### src/rtl/pixel_byte_serializer.sv
// pixel_byte_serializer: buffers 24-bit RGB pixels in a small FIFO and emits them as R, G, B bytes,
// counting pixels per frame and pulsing frame_done after the last byte of each frame.
module pixel_byte_serializer #(
    parameter int FIFO_DEPTH   = 4,
    parameter int FRAME_PIXELS = 4096
) (
    input  logic                          clk,
    input  logic                          resetn,
    input  logic [23:0]                   data_in,
    input  logic                          valid_in,
    output logic                          ready_in,
    output logic [7:0]                    data_out,
    output logic                          valid_out,
    input  logic                          ready_out,
    output logic [$clog2(FIFO_DEPTH):0]   fifo_count,
    output logic                          frame_done
);
    localparam int AW = $clog2(FIFO_DEPTH);
    localparam int CW = $clog2(FRAME_PIXELS);

    typedef enum logic {EMPTY, SEND} state_t;

    state_t        state, state_n;
    logic [23:0]   mem [FIFO_DEPTH];
    logic [AW-1:0] wr_ptr, rd_ptr;
    logic [AW:0]   count;
    logic [23:0]   pixel, pixel_n;
    logic [1:0]    idx, idx_n;
    logic [CW-1:0] frame_cnt;
    logic          push, pop, last_hs;

    assign ready_in   = count != (AW+1)'(FIFO_DEPTH);
    assign fifo_count = count;
    assign push       = valid_in && ready_in;
    assign valid_out  = state == SEND;
    assign data_out   = state != SEND ? 8'h00 :
                        idx == 2'd0   ? pixel[23:16] :
                        idx == 2'd1   ? pixel[15:8]  : pixel[7:0];

    // The next pixel is popped on the same edge as the B handshake so bytes stay back-to-back.
    always_comb begin
        state_n = state;
        pixel_n = pixel;
        idx_n   = idx;
        pop     = 1'b0;
        last_hs = 1'b0;
        if (state == EMPTY) begin
            pop     = count != '0;
            state_n = count != '0 ? SEND : EMPTY;
        end else if (ready_out) begin
            idx_n   = idx + 2'd1;
            last_hs = idx == 2'd2;
            pop     = last_hs && count != '0;
            state_n = last_hs && count == '0 ? EMPTY : SEND;
        end
        if (pop) begin
            pixel_n = mem[rd_ptr];
            idx_n   = 2'd0;
        end
    end

    always_ff @(posedge clk) begin
        if (push)
            mem[wr_ptr] <= data_in;
    end

    always_ff @(posedge clk) begin
        if (!resetn) begin
            state      <= EMPTY;
            pixel      <= '0;
            idx        <= '0;
            wr_ptr     <= '0;
            rd_ptr     <= '0;
            count      <= '0;
            frame_cnt  <= '0;
            frame_done <= 1'b0;
        end else begin
            state      <= state_n;
            pixel      <= pixel_n;
            idx        <= idx_n;
            wr_ptr     <= push ? wr_ptr + AW'(1) : wr_ptr;
            rd_ptr     <= pop ? rd_ptr + AW'(1) : rd_ptr;
            count      <= count + (AW+1)'(push) - (AW+1)'(pop);
            frame_done <= last_hs && frame_cnt == CW'(FRAME_PIXELS - 1);
            if (last_hs)
                frame_cnt <= frame_cnt == CW'(FRAME_PIXELS - 1) ? '0 : frame_cnt + CW'(1);
        end
    end
endmodule

### config.mk
export PLATFORM = sky130hd
export DESIGN_NAME = pixel_byte_serializer
export DESIGN_NICKNAME = d
export VERILOG_FILES = /design/src/rtl/pixel_byte_serializer.sv
export SDC_FILE = /design/constraint.sdc
export NUM_CORES = 1
export LEC_CHECK = 0
export ABC_AREA = 1
export CAP_MARGIN = 25
export CORE_ASPECT_RATIO = 0.8
export CORE_MARGIN = 2
export CORE_UTILIZATION = 45
export DETAILED_ROUTE_END_ITERATION = 10
export GPL_ROUTABILITY_DRIVEN = 0
export SLEW_MARGIN = 15
export SYNTH_ARGS = -nofsm -noshare
export SYNTH_HDL_FRONTEND = slang
export SYNTH_SLANG_ARGS = --single-unit
### constraint.sdc
create_clock -name clk -period 2.5 [get_ports clk]
set_input_delay 0.5 -clock clk [delete_from_list [all_inputs] [get_ports clk]]
set_output_delay 0.5 -clock clk [all_outputs]
set_load 0.01 [all_outputs]
==> impl_results.md, run 1 <==
* Highest-count cells in the layout ignoring fill and taps: 166 x nor2_1, 96 x edfxtp_1, 63 x nand2_1
* Synth cell types at 33
* Most common cell after layout, fill and taps aside: nor2_1
* First-pass GRT wire length at 20.64 mm
* GR Util All Layers at 18.96%
* Core area at 12960 um^2
* Crit path buffers/inverters at 3
* Critical path class: flop to output pin
* Crit path launch type: flop
* Antenna violations before repair at 0
* Final hold violations at 0
* Post-DP HPWL at 8.053 mm
* XOR/XNOR Fraction of Synth Area at 0.5836%
* Layout cells sized above 1 at 9.807%
* Layout net count at 701
* Max_slew headroom at 50.58%
* Diodes inserted at 0
* CTS clock-pin slew for the worst setup and hold paths at 60 ps
* Crit end category: output pin
* Top cell by count, worst path: inv_1
* CP top delay family: buffers and inverters
* Grt met3 use at 4.849%
* Initial Utilization at 46.31%
* Post-CTS Setup Inserts at 0
* Die height at 107.3 um
* Yosys top cell area share at 48.02%
* Port bufs at 41
* Syn_nets at 649
* Mapped cell area at 6003 um^2
* Max-slew violations at 0
* Clk_lat worst skew at 420 ps
* Met2 usage at 28.24%
* Vias in the first global route at 3986
* FFs w/ async S/R, synth at 0%
* Slew of the pin with the lowest slew margin at 740.2 ps
* Layout area overhead at 19.67%
* Detail Route Antenna Nets at 0
* Pwr dens at 1041 nW/um^2
* Synth Area in Simple Gates at 17.82%
* Mux cell area share after synthesis at 0.1667%
* Largest net degree at the start of global routing at 52
* Cell taking the most area after synthesis: edfxtp_1
* PnR Total Power at 7.482 mW
* Fmax at 410.4 MHz
* Routed WL at 12.61 mm
* Max Cap Viol at 0
* Compound-Gate Fraction of Synth Area at 9.421%
* Setup_tns at 0 ps
* Largest family of logic cells by synthesized area: simple AND/OR/NAND/NOR gates
* GR peak layer: met2
* CP cell instances: inv_1, ha_4, a21oi_1, o21ai_0, inv_1, clkdlybuf4s50_1
* Crit. path cell count at 6
* Clock skew at 10.31 ps
* Syn Area/Cell at 9.841 um^2
* Met1 GRT Util at 26.98%
* Outcome: completed
* Non-Filler Instances at 848
* RSZ-0062 raised after global routing: yes
* Clock Tree Buf Depth at 2
* Hold path depth at 2
* CTS H-tree lvls at 4
* Cell Rows at 37
* Die X-Extent at 133.1 um
* Vias at 4256
* Pre-antenna DRT Iters at 5
* Ys flop type: edfxtp_1
* # clock sinks at 143
* Synth warn at 0
* Synthesized instance count at 610
* Detail-routed via count per cell at 5.019
* FILL cells at 1106
* Required time of the critical path at 2000 ps
* Part of the cycle the worst path needs at 97.46%
* Num CTS Buffers at 17
* DRC Markers at 0
* Minimum clock period at 2437 ps
* Post-synth EDFFs at 96
* Placed insts at 818
* # setup viols final at 0
* Synthesized-area fraction occupied by adder cells at 2.418%
* Number of top-level pins at 42
* VDD IR-drop max at 627.7 uV
* Worst Path Arrival at 1940 ps
* Yosys reg bits at 143
* DR WL/cell at 14.87 um
* HP Class: flop to flop
* CTS tree: done
* GRT Residual Overflow at 0
* DRT iter0 DRCs at 370
* R2R depth at 14
* Slowest CP cell: clkdlybuf4s50_1
* Lkg Pwr at 2.750 nW
* Top cells by area, synth: edfxtp_1 48%, dfxtp_1 16%, nor2_1 11%, o21ai_0 5.5%, nand2_1 3.9%
* Die area at 14290 um^2
* CP peak stage delay at 530 ps
* Sequential fraction of the synthesis area at 63.69%
* Crit-path max FO at 16
* Clock Root Buffer: clkbuf_16
[metrics by stage]
stage / util [%] / instance area (um^2) / worst slack, ps / hold slack [ps]
2_1_floorplan: - / 6003 / 194.9 / 472.0
3_3_place_gp: 51.14 / 6629 / 132.0 / 490.5
3_5_place_dp: 51.14 / 6629 / 122.4 / 502.8
4_1_cts: 55.33 / 7172 / 5.879 / 513.6
5_1_grt: 55.42 / 7184 / -84.09 / 539.4
6_report: 55.42 / 7184 / 63.45 / 519.3
[tightest hold or removal path, stage by stage (launching register included)]
cell and delay [ps]:
dfxtp_1 330, o21ai_1 70, nor2_1 90
[synthesized netlist by cell type, types with 2 or more instances]
cell type and instances:
a21oi_1 15, nor3_1 2, edfxtp_1 96, buf_6 4
ha_1 10, xnor2_1 3, clkbuf_1 9, inv_2 3
nand4_1 4, nand2_1 63, nand3_1 12, nand2_2 2
nor2_1 170, o21ai_0 66, nor2_4 2, o21ai_1 26
inv_1 52, buf_2 10, dfxtp_1 47
[layer usage]
metal | share of wire, % | up-vias
met2 | 43 | 99
met5 | 0 | -
met4 | 1.2 | 0
met1 | 50 | 2021
met3 | 5.4 | 16
li1 | - | 2120
[power breakdown]
| group | internal (mW) | switching (mW) |
|---|---|---|
| clock | 1.34 | 0.905 |
| sequential | 2.93 | 0.199 |
| combinational | 0.730 | 1.38 |
| total | 5.00 | 2.48 |
[sequential cells by signal, summed over array words and instances, names as in the netlist]
| name | flops |
|---|---|
| wr_ptr | 2 |
| valid_out | 1 |
| fifo_count | 3 |
| frame_done | 1 |
| frame_cnt | 12 |
| rd_ptr | 2 |
| idx | 2 |
| mem | 96 |
| pixel | 24 |
[timing repair]
action | CTS | global route
pin swaps | 0 | 0
resized for setup | 5 | 8
setup endpoints to repair | 8 | 8
endpoints found under the hold margin | 0 | 0
hold buffers | 0 | 0
[path summary, 6_finish.rpt]
| check | start | to | slack, ps |
|---|---|---|---|
| setup / recovery | idx[0] | data_out[6] | 60 |
| hold / removal | pixel[20] | pixel[20] | 520 |
| setup reg to reg | idx[0] | fifo_count[2] | 320 |
| hold reg to reg | pixel[20] | pixel[20] | 520 |
[final cells by class]
class / instances / area (um^2) / area share [%]
well taps: 175 / 219.0 / 3.048
clock inverters: 12 / 97.59 / 1.358
repair buffers: 58 / 540.5 / 7.524
clock buffers: 18 / 429.2 / 5.974
multi-input cells: 386 / 1861 / 25.90
flip-flops and latches: 143 / 3825 / 53.24
inverters: 56 / 212.7 / 2.961
[cell families after synthesis]
logic type / after synthesis
flip-flops: 143
AO/OA/AOI/OAI: 110
XOR/XNOR: 4
buffers and inverters: 81
AND/OR/NAND/NOR: 260
multiplexers: 1
adder cells (fa/ha/maj): 11
Note: power is estimated with default switching activity, not from simulation.
==> run 2: changes to the inputs <==
- CTS_CLUSTER_DIAMETER: not set -> 200
==> results of run 2 <==
No change in the layout: final DEF, timing and power equal those of run 1.
==> run 3: changes to the inputs <==
- CAP_MARGIN: 25 -> 20
==> results of run 3 <==
No change in the layout: final DEF, timing and power equal those of run 1.
